===== src/rtl/tracklet_div_31s_16ns_18s.sv =====
// -----------------------------------------------------------------------------
// tracklet_div_31s_16ns_18s
//
// Sequential signed divider: recovers an 18-bit signed coefficient from a
// 31-bit signed product-domain value and a 16-bit unsigned divisor. It is the
// inverse of the 16ns x 18s -> 31s multiplier in the tracklet datapath.
// Restoring division on the dividend magnitude, one quotient bit per cycle,
// MSB first. The sign is applied afterwards, then the quotient is saturated.
//
// Optional build macro: TC_DIV_ROUND_EN
//   defined   : the quotient magnitude is rounded to nearest, ties away from
//               zero, before sign and saturation. rem stays truncated.
//   undefined : pure truncation toward zero.
//
// Ports
//   ap_clk     in   clock, rising edge
//   ap_rst_n   in   asynchronous active-low reset
//   in_valid   in   operands valid
//   in_ready   out  block can accept operands (IDLE only)
//   din0       in   signed dividend   [DIVIDEND_W-1:0]
//   din1       in   unsigned divisor  [DIVISOR_W-1:0]
//   out_valid  out  result valid (DONE)
//   out_ready  in   consumer accepts result
//   dout       out  signed saturated quotient [QUOT_W-1:0]
//   rem        out  signed remainder, sign of dividend [DIVISOR_W:0]
//   ovf        out  quotient saturated (also set on divide by zero)
//   dz         out  divide by zero
// -----------------------------------------------------------------------------
module tracklet_div_31s_16ns_18s #(
    parameter int DIVIDEND_W = 31,
    parameter int DIVISOR_W  = 16,
    parameter int QUOT_W     = 18
) (
    input  logic                  ap_clk,
    input  logic                  ap_rst_n,
    input  logic                  in_valid,
    output logic                  in_ready,
    input  logic [DIVIDEND_W-1:0] din0,
    input  logic [DIVISOR_W-1:0]  din1,
    output logic                  out_valid,
    input  logic                  out_ready,
    output logic [QUOT_W-1:0]     dout,
    output logic [DIVISOR_W:0]    rem,
    output logic                  ovf,
    output logic                  dz
);

    localparam int CNT_W = $clog2(DIVIDEND_W);

    // Saturation limits expressed as magnitudes, in the widened magnitude
    // domain (one extra bit so a rounding carry cannot wrap).
    localparam logic [DIVIDEND_W:0] POS_LIM = (DIVIDEND_W+1)'((1 << (QUOT_W-1)) - 1);
    localparam logic [DIVIDEND_W:0] NEG_LIM = (DIVIDEND_W+1)'(1 << (QUOT_W-1));

    typedef enum logic [1:0] {
        IDLE = 2'd0,
        CALC = 2'd1,
        FIN  = 2'd2,
        DONE = 2'd3
    } state_t;

    state_t                  state_reg, state_next;
    logic [DIVIDEND_W-1:0]   dvd_reg;      // dividend magnitude, shifted out MSB first
    logic [DIVISOR_W-1:0]    dsr_reg;
    logic                    neg_reg;      // sign of the dividend
    logic [DIVISOR_W:0]      prem_reg;     // partial remainder
    logic [DIVIDEND_W-1:0]   quo_reg;      // quotient magnitude
    logic [CNT_W-1:0]        cnt_reg;
    logic                    in_ready_reg;
    logic [QUOT_W-1:0]       dout_reg;
    logic [DIVISOR_W:0]      rem_reg;
    logic                    ovf_reg;
    logic                    dz_reg;

    logic                    accept;
    logic                    last_iter;
    logic [DIVIDEND_W-1:0]   din_mag;
    logic [DIVISOR_W:0]      prem_shift;
    logic [DIVISOR_W:0]      prem_sub;
    logic                    prem_ge;
    logic                    round_inc;
    logic [DIVIDEND_W:0]     mag_q;
    logic                    clip;
    logic [QUOT_W-1:0]       sat_mag;
    logic [QUOT_W-1:0]       dout_fin;
    logic [DIVISOR_W:0]      rem_fin;
    logic                    dz_fin;

    // in_ready_reg is only ever high while the FSM sits in IDLE.
    assign accept    = in_valid && in_ready_reg;
    assign last_iter = (cnt_reg == CNT_W'(DIVIDEND_W-1));

    // Two's-complement magnitude; the most negative dividend maps to 2^30,
    // which still fits as an unsigned DIVIDEND_W-bit value.
    assign din_mag = din0[DIVIDEND_W-1] ? (~din0 + 1'b1) : din0;

    // The partial remainder is always below the divisor, so its top bit is
    // zero and can be dropped when shifting the next dividend bit in.
    assign prem_shift = {prem_reg[DIVISOR_W-1:0], dvd_reg[DIVIDEND_W-1]};
    assign prem_ge    = (prem_shift >= {1'b0, dsr_reg});
    assign prem_sub   = prem_shift - {1'b0, dsr_reg};

`ifdef TC_DIV_ROUND_EN
    // Ties away from zero: bump the magnitude when 2*r >= d.
    assign round_inc = ({prem_reg, 1'b0} >= {2'b00, dsr_reg});
`else
    assign round_inc = 1'b0;
`endif

    // Result formation for FIN.
    always_comb begin
        mag_q    = {1'b0, quo_reg} + (DIVIDEND_W+1)'(round_inc);
        clip     = 1'b0;
        sat_mag  = mag_q[QUOT_W-1:0];
        dz_fin   = (dsr_reg == '0);
        if (neg_reg) begin
            if (mag_q > NEG_LIM) begin
                clip    = 1'b1;
                sat_mag = NEG_LIM[QUOT_W-1:0];
            end
        end else begin
            if (mag_q > POS_LIM) begin
                clip    = 1'b1;
                sat_mag = POS_LIM[QUOT_W-1:0];
            end
        end
        dout_fin = neg_reg ? (~sat_mag + 1'b1) : sat_mag;
        rem_fin  = neg_reg ? (~prem_reg + 1'b1) : prem_reg;
        if (dz_fin) begin
            // Divide by zero: saturate in the direction of the dividend.
            clip     = 1'b1;
            dout_fin = neg_reg ? NEG_LIM[QUOT_W-1:0] : POS_LIM[QUOT_W-1:0];
            rem_fin  = '0;
        end
    end

    // Next-state logic.
    always_comb begin
        state_next = state_reg;
        case (state_reg)
            IDLE:    if (accept)    state_next = CALC;
            CALC:    if (last_iter) state_next = FIN;
            FIN:                    state_next = DONE;
            DONE:    if (out_ready) state_next = IDLE;
            default:                state_next = IDLE;
        endcase
    end

    always_ff @(posedge ap_clk or negedge ap_rst_n) begin
        if (!ap_rst_n) begin
            state_reg    <= IDLE;
            in_ready_reg <= 1'b0;
            dvd_reg      <= '0;
            dsr_reg      <= '0;
            neg_reg      <= 1'b0;
            prem_reg     <= '0;
            quo_reg      <= '0;
            cnt_reg      <= '0;
            dout_reg     <= '0;
            rem_reg      <= '0;
            ovf_reg      <= 1'b0;
            dz_reg       <= 1'b0;
        end else begin
            state_reg    <= state_next;
            // Registered so that in_ready stays low for the first edge after
            // reset release, then tracks IDLE exactly.
            in_ready_reg <= (state_next == IDLE);
            case (state_reg)
                IDLE: begin
                    if (accept) begin
                        dvd_reg  <= din_mag;
                        dsr_reg  <= din1;
                        neg_reg  <= din0[DIVIDEND_W-1];
                        prem_reg <= '0;
                        quo_reg  <= '0;
                        cnt_reg  <= '0;
                    end
                end
                CALC: begin
                    prem_reg <= prem_ge ? prem_sub : prem_shift;
                    quo_reg  <= {quo_reg[DIVIDEND_W-2:0], prem_ge};
                    dvd_reg  <= {dvd_reg[DIVIDEND_W-2:0], 1'b0};
                    cnt_reg  <= cnt_reg + 1'b1;
                end
                FIN: begin
                    dout_reg <= dout_fin;
                    rem_reg  <= rem_fin;
                    ovf_reg  <= clip;
                    dz_reg   <= dz_fin;
                end
                default: ;
            endcase
        end
    end

    assign in_ready  = in_ready_reg;
    assign out_valid = (state_reg == DONE);
    assign dout      = dout_reg;
    assign rem       = rem_reg;
    assign ovf       = ovf_reg;
    assign dz        = dz_reg;

endmodule


===== config.mk =====
export PLATFORM = sky130hd
export DESIGN_NAME = tracklet_div_31s_16ns_18s
export DESIGN_NICKNAME = d
export VERILOG_FILES = /design/src/rtl/tracklet_div_31s_16ns_18s.sv
export SDC_FILE = /design/constraint.sdc
export NUM_CORES = 1
export LEC_CHECK = 0
export ABC_AREA = 1
export BUFFER_PORTS_ARGS = -buffer_cell sky130_fd_sc_hd__buf_2
export CAP_MARGIN = 20
export CORE_AREA = 2 2 143 145
export CTS_BUF_LIST = sky130_fd_sc_hd__clkbuf_4 sky130_fd_sc_hd__clkbuf_8 sky130_fd_sc_hd__clkbuf_16
export CTS_CLUSTER_SIZE = 12
export DETAILED_ROUTE_END_ITERATION = 8
export DIE_AREA = 0 0 145 147
export PLACE_DENSITY = 0.7
export SYNTH_ARGS = -nofsm -noshare
export SYNTH_HDL_FRONTEND = slang
export SYNTH_SLANG_ARGS = --single-unit

===== constraint.sdc =====
create_clock -name ap_clk -period 4.3 [get_ports ap_clk]
set_input_delay 0.645 -clock ap_clk [delete_from_list [all_inputs] [get_ports ap_clk]]
set_output_delay 0.645 -clock ap_clk [all_outputs]
set_load 0.05 [all_outputs]

# [After elaboration in Yosys (flattened, before gate mapping)]
# Cells that the tools add are included.
[totals] register_bits=141 wordCells=61
[op_classes] addsub=5 order_cmp=3 n_eq_ne=5 n_mux=26 n_bitwise=3 reduce_logical=7
[op_table] cell="case mux 31 bit (2 select lines)" count=2
[op_table] cell="2-to-1 mux 18 bit" count=6
[op_table] cell="2-to-1 mux 31 bit" count=3
[op_table] cell="2-to-1 mux 17 bit" count=4
[op_table] cell="case mux 17 bit (2 select lines)" count=1
[op_table] cell="adder 31 x 1 -> 31 bit (second input constant)" count=1
[op_table] cell="greater-than comparator 31 x 17 -> 1 bit (second input constant)" count=1
[op_table] cell="greater-than comparator 31 x 18 -> 1 bit (second input constant)" count=1
[op_table] cell="inverter 31 bit" count=1
[op_table] cell="adder 18 x 1 -> 18 bit (second input constant)" count=1
[op_table] cell="inverter 18 bit" count=1
[op_table] cell="adder 17 x 1 -> 17 bit (second input constant)" count=1
[op_table] cell="greater-or-equal comparator 17 x 16 -> 1 bit" count=1
[op_table] cell="inverter 17 bit" count=1
[op_table] cell="subtractor 17 x 16 -> 17 bit" count=1
[op_table] cell="zero test 16 bit" count=1
[op_table] cell="case mux 5 bit (2 select lines)" count=1
[op_table] cell="case mux 2 bit (4 select lines)" count=1
[op_table] cell="2-to-1 mux 2 bit" count=3
[op_table] cell="adder 5 x 1 -> 5 bit (second input constant)" count=1
[op_table] cell="equality test 5 bit (second input constant)" count=1
[op_table] cell="2-to-1 mux 5 bit" count=1
[op_table] cell="equality test 2 bit (second input constant)" count=2
[op_table] cell="zero test 2 bit" count=2
[op_table] cell="6 further kinds" count=10

# [Depth between registers and ports, before layout]
# Gate-level depths: netlist of run 1.
[logic_depth] depth_word=7 ltp_mapped=18

# [Worst setup path after synthesis of run 1]
# No wires, ideal clock.
[synth_timing] kind="input-to-reg" from="in din0[0]" to="reg dvd_reg[29]" setup_time_ps=132 arrival_time_ps=1922 required_time_ps=4168 slack_ps=2246 cell_stages=12 path_cell_list="inv_1 nand3_2 nor2_2 nand2_1 nor3_2 nand2_2 o21ai_2 nand2_1 a21oi_2 nand2_1 xnor2_1 o21bai_1"
[synth_via] elab_chain_len=5
[synth_rtl] item="start: declaration" line_no="38" source="input logic [DIVIDEND_W-1:0] din0,"
[synth_rtl] item="inverter 31 bit" line_no="95" source="assign din_mag = din0[DIVIDEND_W-1] ? (~din0 + 1'b1) : din0;"
[synth_rtl] item="adder 31 x 1 -> 31 bit" line_no="95"
[synth_rtl] item="2-to-1 mux 31 bit" line_no="95"
[synth_rtl] item="2-to-1 mux 31 bit" line_no="170" source="if (accept) begin"
[synth_rtl] item="case mux 31 bit (2 select lines)" line_no="168" source="case (state_reg)"
[synth_rtl] item="end signal: assignment" line_no="171" source="dvd_reg <= din_mag;"
[synth_rtl] item="end signal: assignment" line_no="182" source="dvd_reg <= {dvd_reg[DIVIDEND_W-2:0], 1'b0};"
[synth_rtl] item="end: declaration" line_no="63" source="logic [DIVIDEND_W-1:0] dvd_reg;"
# No other way between the ends. The select of a mux whose other input is x is not followed.
# A chain may end at the register's enable or synchronous reset.

# [Worst setup path in the final report of run 1]
[layout_timing] from="reg prem_reg[3]" to="reg prem_reg[9]"
[layout_via] elab_chain_len=3 elab_cells_between_ends=4
[layout_rtl] item="start: declaration" line_no="66" source="logic [DIVISOR_W:0] prem_reg;"
[layout_rtl] item="start signal: assignment" line_no="180" source="prem_reg <= prem_ge ? prem_sub : prem_shift;"
[layout_rtl] item="subtractor 17 x 16 -> 17 bit or greater-or-equal comparator 17 x 16 -> 1 bit (tied branches)" line_no="101, 100"
[layout_rtl] item="2-to-1 mux 17 bit (*)" line_no="180"
[layout_rtl] item="case mux 17 bit (2 select lines) (*)" line_no="168"
# Mark *: on every way between the ends. The rest lies on a longest branch, timed or not.

==> metrics, run 1 <==
Hold Path Class=input pin to asynchronous set/reset pin; post-synthesis async set-or-reset flop share=1.00; status=finished, final reports clean; Worst EP arrival=3.13 ns; Wirelength per Cell=14.2 um; DR pass1 iterations=5; TritonCTS clock tree=built; share of post-route cells with drive strength above 1=0.159; WP data required=4.55 ns; area growth from synthesis to layout=14.9%; setup TNS=0 ns; GRT Total Usage=0.207; endpoint class of the critical path=flop; post-synthesis instance area=approximately 0.0086 mm^2; Net Count, Synth=1,217; Initial Utilization=0.432; Worst-Skew Late Latency=approximately 0.42 ns; Initial DRC Count=445; site row count=52; Final Max Slew Viols=0; Sink Count=141; Rel. slew slack=0.368; I/O pins=90; H-tree levels=4; Core Area=between 0.015 and 0.02 mm^2; clk slew on worst S/H paths=0.06 ns; VDD IR-drop max=0.312 mV; ANT cells=0; yosys synthesis warning count=0; post-synthesis cell count=approximately 1.1k; type of origin of the critical path=flop; first-pass GRT wire length=36.4 mm; Residual DRC=0; Tmin final=2.88 ns; Fin. Hold Viols=0; Pwr Total=around 8900 uW; Layout fillers=about 1.9k; Chip Height=about 150 um; Pleak=0.00490 uW; PortBufs=between 80 and 90; commonest non-fill, non-tap cell in the layout=nand2_1; met1 usage=0.291; Synth Register Bits=roughly 140; Hold Buf Count CTS=0; final setup fails=0; antenna violation net count after detailed routing=0; worst-path maximum fanout=30; Routed WL=21.2 mm; grt met2 use=0.328; most frequent cells in the layout=nand2_1 (278), dfrtp_1 (141), inv_1 (111), nor2_1 (109), buf_2 (88); Max Cap Viol=0; grt ovf=0; initial antenna violation count=0; largest net degree at the start of global routing=94; Vias/cell=between 5 and 6; post-CTS sizing=0; Top Usage Layer GRT=met2; Final Cycle Share=0.669; detailed-route via count=just under 8k; RSZ-0062 raised after global routing=no; worst setup path class=flop to flop; Main synth FF type=dfrtp_1; CTS max path bufs=2; post-synthesis sequential area ratio=0.412; Root Driver=clkbuf_16; Final nets=1,289; DIE WIDTH=about 150 um; Post-CTS Repair Setup Buffers=0; Worst Skew=0.00932 ns; power density over the cells=906 mW/mm^2; number of synthesized flops with an enable pin=0; PnR worst setup slack=roughly 1.4 ns; Syn Area/Cell=7.48 um^2; cts bufs inserted=17; gpl congestion=0.958; final hold slack=0.271 ns; post-synth cell types=52; met3 usage=0.0320; pre-CTS setup slack=~1.5 ns; vias in the first global route=7,496; die area=about 0.021 mm^2; detailed placement HPWL=15.2 mm; fmax=347 MHz; worst slew pin tran=between 0.9 and 1 ns
[Yosys cell counts, types with 19 or more instances]
library cell  count  share of area
o22ai_1          40          0.029
ha_1             20          0.029
a21oi_1          34          0.020
inv_1           111          0.049
nor2_1          112          0.049
o211ai_1         19          0.017
o21ai_0          81          0.047
xor2_1           29          0.030
dfrtp_1         141           0.41
o21ai_1          20          0.012
nand2_1         278           0.12
clkbuf_1         26          0.011
nand3_1          67          0.039
[metrics by stage]
stage | utilization | instance area [um^2] | instances
floorplan | - | 8560 | 1145
global placement | 0.465 | 9220 | 1468
detailed placement | 0.465 | 9220 | 1468
CTS | 0.496 | 9840 | 1499
global route | 0.496 | 9840 | 1499
finish | 0.496 | 9840 | 1499
[power breakdown]
| group | switching (uW) | internal, uW |
|---|---|---|
| Combinational | 3430 | 1630 |
| Clock | 577 | 969 |
| Sequential | 399 | 1900 |
| Total | 4410 | 4510 |
[logic make-up after synthesis]
group / after synthesis / synth area share
simple gates: 530 / 0.266
compound gates: 235 / 0.165
buf+inv: 176 / 0.0817
flops: 141 / 0.412
xor+xnor: 41 / 0.0419
fa+ha+maj: 21 / 0.0316
mux: 1 / 0.00117
[critical path, cell delays in order, from the launching register on]
cell	delay (ns)
dfrtp_1	0.45
ha_1	0.36
a21oi_1	0.22
o21ai_1	0.11
a21oi_2	0.19
o21ai_2	0.10
nand3_1	0.09
nand2_1	0.07
nand2_1	0.08
nand2_1	0.50
o21ai_0	0.42
o22ai_1	0.11
[final cells by class]
cell class	count	area [um^2]	area share
multi-input cells	828	4340	0.441
inverters	132	497	0.0505
clock inverters	14	194	0.0197
flip-flops and latches	141	3530	0.359
clock buffers	17	425	0.0432
well taps	270	338	0.0343
repair buffers	97	512	0.0520
[routing by layer]
layer,vias to the layer above,share of wire
met5,-,0
met2,240,0.45
met1,3617,0.48
met3,21,0.051
li1,3926,-
met4,0,0.018
[worst paths after layout]
kind                              from     endpoint  cells past startpoint  slack (ns)
max                        prem_reg[3]  prem_reg[9]                     11        1.42
min                           ap_rst_n  dvd_reg[12]                      1        0.27
max reg2reg                prem_reg[3]  prem_reg[9]                     11        1.42
min reg2reg                    rem[11]      rem[11]                      2        0.47
max in group asynchronous     ap_rst_n   cnt_reg[2]                      2        3.09
min in group ap_clk            din1[5]   dsr_reg[5]                      3        0.43
Power figures use the tool's default switching activity.
==> inputs of run 2 (changes only) <==
Settings changed: ABC_AREA 1 to 0, CORE_AREA 2 2 143 145 to 2 2 139 141, DIE_AREA 0 0 145 147 to 0 0 141 143.
Clock period 4.3 ns to 2.7 ns, I/O delays scaled along.
==> metrics, run 2 <==
Layout fillers=1,736 (was 1,925); Max Cap Viol=0 (unchanged); Synth Register Bits=141 (unchanged); gpl congestion=0.900 (was 0.958); Main synth FF type=dfrtp_1 (unchanged); DIE WIDTH=141 um (was 145 um); VDD IR-drop max=0.536 mV (was 0.312 mV); met2 wire length=9.65 mm (was 9.62 mm); Worst Skew=0.00675 ns (was 0.00932 ns); cts bufs inserted=17 (unchanged); PortBufs=89 (unchanged); Core Area=0.0186 mm^2 (was 0.0198 mm^2); endpoint class of the critical path=flop (unchanged); Sink Count=141 (unchanged); clk slew on worst S/H paths=0.06 ns (about the same); worst slew pin tran=0.591 ns (was 0.947 ns); grt ovf=0 (unchanged); Vias/cell=5.63 (was 5.21); post-synth cell types=64 (was 52); Final Max Slew Viols=0 (unchanged); PnR worst setup slack=-0.00844 ns (was 1.42 ns); Synth top area share=0.437 (was 0.412); most frequent cells in the layout=nand2_1 (155), dfrtp_1 (141), o21ai_0 (126), buf_4 (91), buf_2 (88) (was nand2_1 (278), dfrtp_1 (141), inv_1 (111), nor2_1 (109), buf_2 (88)); Worst-Skew Late Latency=0.42 ns (about the same); P_sw=3430 uW (was 4410 uW); initial antenna violation count=2 (was 0); Clock Power Share=0.268 (was 0.173); post-synthesis async set-or-reset flop share=1.00 (unchanged); Sw Ratio=0.381 (was 0.494); largest net degree at the start of global routing=57 (was 94); Hold Path Origin=din1[2]; I/O pins=90 (unchanged); RR Startpoint=prem_reg[1] (was prem_reg[3]); post-synthesis sequential area ratio=0.437 (was 0.412); Design Area, Final=0.0101 mm^2 (was 0.00984 mm^2); Initial DRC Count=533 (was 445); DRT met1 WL=9.78 mm (was 10.2 mm); TritonCTS clock tree=built (unchanged); Final nets=1,145 (was 1,289); yosys synthesis warning count=0 (unchanged); number of synthesized flops with an enable pin=0 (unchanged); Rel. slew slack=0.606 (was 0.368); site row count=50 (was 52); vias in the first global route=7,078 (was 7,496); area growth from synthesis to layout=24.7% (was 14.9%); Root Driver=clkbuf_16 (unchanged); GRT Total Usage=0.214 (was 0.207); fmax=369 MHz (was 347 MHz); status=complete, but fails checks (was finished, final reports clean); failing checks=negative setup slack; Initial Utilization=0.434 (was 0.432); Routed WL=21.0 mm (was 21.2 mm); type of origin of the critical path=flop (unchanged); Worst Setup SP=prem_reg[1] (was prem_reg[3]); share of post-route cells with drive strength above 1=0.230 (was 0.159); WP data required=2.99 ns (was 4.55 ns); Reg power frac=0.326 (was 0.258); Residual DRC=0 (unchanged); Net Count, Synth=1,002 (was 1,217); detailed-route via count=7,435 (was 7,804); Register Area=0.00353 mm^2 (unchanged); Synth area leaders=dfrtp_1 (44%), o21ai_0 (8.0%), nand2_1 (7.3%) (was dfrtp_1 (41%), nand2_1 (12%), nor2_1 (4.9%)); DR pass1 iterations=5 (unchanged); CTS max path bufs=2 (unchanged); leading area contributor after synthesis=dfrtp_1 (unchanged); top sig layer=met5 (was met4); H-tree levels=4 (unchanged); metal3 WL=1.22 mm (was 1.08 mm); top cells by count, synth=nand2_1 (156), dfrtp_1 (141), o21ai_0 (129) (was nand2_1 (278), dfrtp_1 (141), nor2_1 (112)); worst-path maximum fanout=4 (was 30); Chip Height=143 um (was 147 um); Wirelength per Cell=15.9 um (was 14.2 um); DP Area=0.00930 mm^2 (was 0.00922 mm^2); first-pass GRT wire length=34.7 mm (was 36.4 mm); commonest non-fill, non-tap cell in the layout=nand2_1 (unchanged); area of the multi-input gates=0.00435 mm^2 (was 0.00434 mm^2); P_int=5570 uW (was 4510 uW); Worst EP arrival=3.00 ns (was 3.13 ns); Final Cycle Share=1.00 (was 0.669); final setup fails=1 (was 0); die area=0.0202 mm^2 (was 0.0213 mm^2); combinational share of power=0.405 (was 0.568); Tmin final=2.71 ns (was 2.88 ns); top-count cell post-synth=nand2_1 (unchanged); worst setup path class=flop to flop (unchanged); post-synthesis instance area=0.00807 mm^2 (was 0.00856 mm^2); Pleak=0.00468 uW (was 0.00490 uW); detailed placement HPWL=15.1 mm (was 15.2 mm); antenna violation net count after detailed routing=0 (unchanged); setup TNS=-0.00844 ns (was 0 ns); Syn Area/Cell=8.67 um^2 (was 7.48 um^2); Hold Path Class=input pin to flop (was input pin to asynchronous set/reset pin); Fin. Hold Viols=0 (unchanged); RSZ-0062 raised after global routing=yes (was no); power density over the cells=895 mW/mm^2 (was 906 mW/mm^2); post-synthesis cell count=930 (was 1,145); Pwr Total=9000 uW (was 8910 uW)
run 2: cell count changes after synthesis, sizes merged, moves of 20 or more:
| cell | change |
|---|---|
| o31ai | +20 |
| nand2 | -139 |
| o21ai | +27 |
| clkbuf | +28 |
| nand3 | -37 |
| o22ai | -39 |
| inv | -100 |
| nor2 | -86 |
| a22oi | +28 |
run 2: kinds of logic (layout without fill, tap and decap cells):
| group | after synthesis | count (layout) | synth area share |
|---|---|---|---|
| DFF | 141 | 141 | 0.437 |
| and+or+nand+nor | 310 | 311 | 0.177 |
| adders and majority gates | 21 | 21 | 0.0335 |
| xor gates and xnor gates | 58 | 58 | 0.0630 |
| AOI/OAI and AO/OA | 306 | 306 | 0.240 |
| muxes | 5 | 5 | 0.00636 |
| buffers and inverters | 89 | 243 | 0.0423 |
| other | 0 | 1 | 0 |
run 2: area by class of cell:
| type | instances | share of cell area |
|---|---|---|
| flip-flops and latches | 141 | 0.351 |
| inverters | 30 | 0.0112 |
| multi-input cells | 701 | 0.433 |
| clock buffers | 24 | 0.0488 |
| well taps | 234 | 0.0291 |
| diodes | 1 | 0.000249 |
| repair buffers | 182 | 0.116 |
| clock inverters | 7 | 0.0112 |
run 2: repair_timing:
| action | in CTS | in global routing |
|---|---|---|
| endpoints found under the setup margin | 5 | 32 |
| pin swaps | 2 | 14 |
| gates cloned | 0 | 1 |
| gates resized for setup | 8 | 19 |
| buffers inserted | 0 | 3 |
| hold endpoints to repair | 53 | 0 |
| hold buffers | 1 | 0 |
run 2: stage by stage:
stage          hold WS (ns)  instances  utilization  setup WS, ns
3_5_place_dp          0.394       1283        0.501       -0.0620
4_1_cts               0.171       1315        0.536       0.00246
3_3_place_gp          0.393       1283        0.501       -0.0386
6_report              0.183       1320        0.541      -0.00844
5_1_grt               0.194       1319        0.541       -0.0923
2_1_floorplan         0.109        930            -        0.0156
run 2: path summary, 6_finish.rpt:
check                           cells past startpoint  slack (ns)    endpoint
worst min register to register                      2        0.47     rem[15]
worst max register to register                      9      -0.008     rem[16]
worst min-delay path                                3        0.18  dsr_reg[2]
min in group asynchronous                           2        0.51     rem[13]
max in group asynchronous                           3        1.38     dout[2]
worst max-delay path                                9      -0.008     rem[16]
run 2: routing by layer:
layer | global-route usage | up-vias
li1 | - | 3643
met3 | 0.0480 | 31
met5 | 0 | -
met1 | 0.291 | 3536
met2 | 0.345 | 223
met4 | 0.0637 | 2
run 2: power groups by stage:
stage	clock, uW	combinational, uW	sequential, uW
2_1_floorplan	0	2110	3220
5_1_grt	2540	4030	3010
4_1_cts	2450	3550	2940
3_3_place_gp	0	3410	2940
3_5_place_dp	0	3450	2960
6_report	2420	3650	2940
run 2: worst max-delay path: stages, from the launching register on:
cell and delay [ns]:
dfrtp_1 0.39, inv_1 0.07, ha_2 0.16, or3b_4 0.37, or3_4 0.33, or3_4 0.33, or3_4 0.42, o31ai_4 0.24
xor2_1 0.18, o21ai_1 0.08
==> inputs of run 3 (changes only) <==
Settings changed: PLACE_DENSITY 0.7 to 0.64.
==> metrics, run 3 (same netlist as run 2, synthesis figures left out) <==
status=finished, final reports clean (was complete, but fails checks); worst setup path class=flop to flop (unchanged); I/O pins=90 (unchanged); ANT cells=0 (was 1); Fin. Hold Viols=0 (unchanged); VDD IR-drop max=0.477 mV (was 0.536 mV); Chip Height=143 um (unchanged); PortBufs=89 (unchanged); commonest non-fill, non-tap cell in the layout=nand2_1 (unchanged); detailed placement HPWL=15.3 mm (was 15.1 mm); Routed WL=21.3 mm (was 21.0 mm); worst-path maximum fanout=4 (unchanged); Final Max Slew Viols=0 (unchanged); WP data required=2.99 ns (about the same); site row count=50 (unchanged); die area=0.0202 mm^2 (unchanged); endpoint class of the critical path=flop (unchanged); H-tree levels=4 (unchanged); Vias/cell=5.65 (was 5.63); detailed-route via count=7,484 (was 7,435); Sink Count=141 (unchanged); Final Cycle Share=0.990 (was 1.00); Residual DRC=0 (unchanged); gpl congestion=0.945 (was 0.900); Pwr Total=9360 uW (was 9000 uW); share of post-route cells with drive strength above 1=0.234 (was 0.230); Root Driver=clkbuf_16 (unchanged); final hold slack=0.186 ns (was 0.183 ns); worst slew pin tran=0.636 ns (was 0.591 ns); Worst-Skew Late Latency=0.42 ns (about the same); RSZ-0062 raised after global routing=yes (unchanged); Tmin final=2.67 ns (was 2.71 ns); cts bufs inserted=17 (unchanged); largest net degree at the start of global routing=63 (was 57); Initial DRC Count=695 (was 533); Core Area=0.0186 mm^2 (unchanged); initial antenna violation count=1 (was 2); Worst Skew=0.00828 ns (was 0.00675 ns); GRT Total Usage=0.220 (was 0.214); clk slew on worst S/H paths=0.06 ns (about the same); first-pass GRT wire length=35.6 mm (was 34.7 mm); type of origin of the critical path=flop (unchanged); TritonCTS clock tree=built (unchanged); Max Cap Viol=0 (unchanged); Layout fillers=1,697 (was 1,736); Initial Utilization=0.434 (unchanged); area growth from synthesis to layout=26.3% (was 24.7%); Hold Path Class=input pin to flop (unchanged); most frequent cells in the layout=nand2_1 (155), dfrtp_1 (141), o21ai_0 (124), buf_4 (97), buf_2 (88) (was nand2_1 (155), dfrtp_1 (141), o21ai_0 (126), buf_4 (91), buf_2 (88)); CTS max path bufs=2 (unchanged); Worst EP arrival=2.96 ns (was 3.00 ns); fmax=374 MHz (was 369 MHz); antenna violation net count after detailed routing=0 (unchanged); power density over the cells=918 mW/mm^2 (was 895 mW/mm^2); Pleak=0.00473 uW (was 0.00468 uW); Wirelength per Cell=16.1 um (was 15.9 um); vias in the first global route=7,055 (was 7,078); DR pass1 iterations=5 (unchanged); grt ovf=0 (unchanged); DIE WIDTH=141 um (unchanged); Rel. slew slack=0.576 (was 0.606); Final nets=1,151 (was 1,145); final setup fails=0 (was 1)
-- run 3: cell types whose count changed in the layout (fill, tap and decap cells not counted), moves of 2 or more --
cell,before,now
o21ai_0,126,124
or3_1,5,7
clkbuf_4,5,0
or3_4,3,1
clkinv_2,3,1
bufinv_16,3,6
buf_4,91,97
clkbuf_8,2,4
-- run 3: critical path, stage by stage, from the launching register on --
cell and delay, ns:
dfrtp_1 0.42, inv_2 0.08, ha_2 0.17, or3b_4 0.37
or3_1 0.32, or3_1 0.33, or3_4 0.42, o31ai_4 0.20
xor2_1 0.17, o21ai_1 0.07
-- run 3: worst paths after layout --
kind	from	end	slack, ns	cells past startpoint
max in group asynchronous	ap_rst_n	dout[12]	1.45	3
min in group asynchronous	ap_rst_n	rem[6]	0.54	2
worst max register to register	prem_reg[0]	rem[12]	0.03	9
worst min-delay path	din1[10]	dsr_reg[10]	0.19	3
worst min register to register	rem[5]	rem[5]	0.47	2
worst max-delay path	prem_reg[0]	rem[12]	0.03	9
-- run 3: metal layers --
| metal | part of all wire | GRT usage | wire [um] |
|---|---|---|---|
| met1 | 0.47 | 0.309 | 9980 |
| met2 | 0.47 | 0.358 | 9920 |
| met3 | 0.050 | 0.0359 | 1060 |
| met4 | 0.015 | 0.0574 | 313 |
| met5 | 0.00061 | 0 | 13 |
-- run 3: final cells by class --
cell class                      count  area, um^2  area share
Clock buffer                       21         480      0.0471
Multi-Input combinational cell    700        4340       0.426
Timing Repair Buffer              189        1230       0.121
Tap cell                          234         293      0.0287
Sequential cell                   141        3530       0.346
Clock inverter                     10         209      0.0205
Inverter                           30         113      0.0110
-- run 3: what timing repair did --
action,in CTS,in global routing
gates resized for setup,6,20
buffers inserted,2,3
hold endpoints to repair,54,0
pin swaps,0,10
hold buffers,1,0
endpoints found under the setup margin,5,30
-- run 3: report_power, final --
group | internal, uW | switching, uW | total [uW]
clock network | 1830 | 919 | 2750
logic | 1440 | 2230 | 3670
registers | 2600 | 346 | 2940
-- run 3: stage by stage --
step	setup TNS [ns]	instances	area [um^2]	setup slack [ns]	utilization
floorplan	0	930	8090	0.0156	-
global placement	-0.0702	1288	9360	-0.0309	0.504
CTS	-0.00115	1322	10100	-0.00115	0.544
finish	0	1325	10200	0.0274	0.548
global route	-0.188	1325	10200	-0.0954	0.548
detailed placement	-0.291	1288	9360	-0.100	0.504
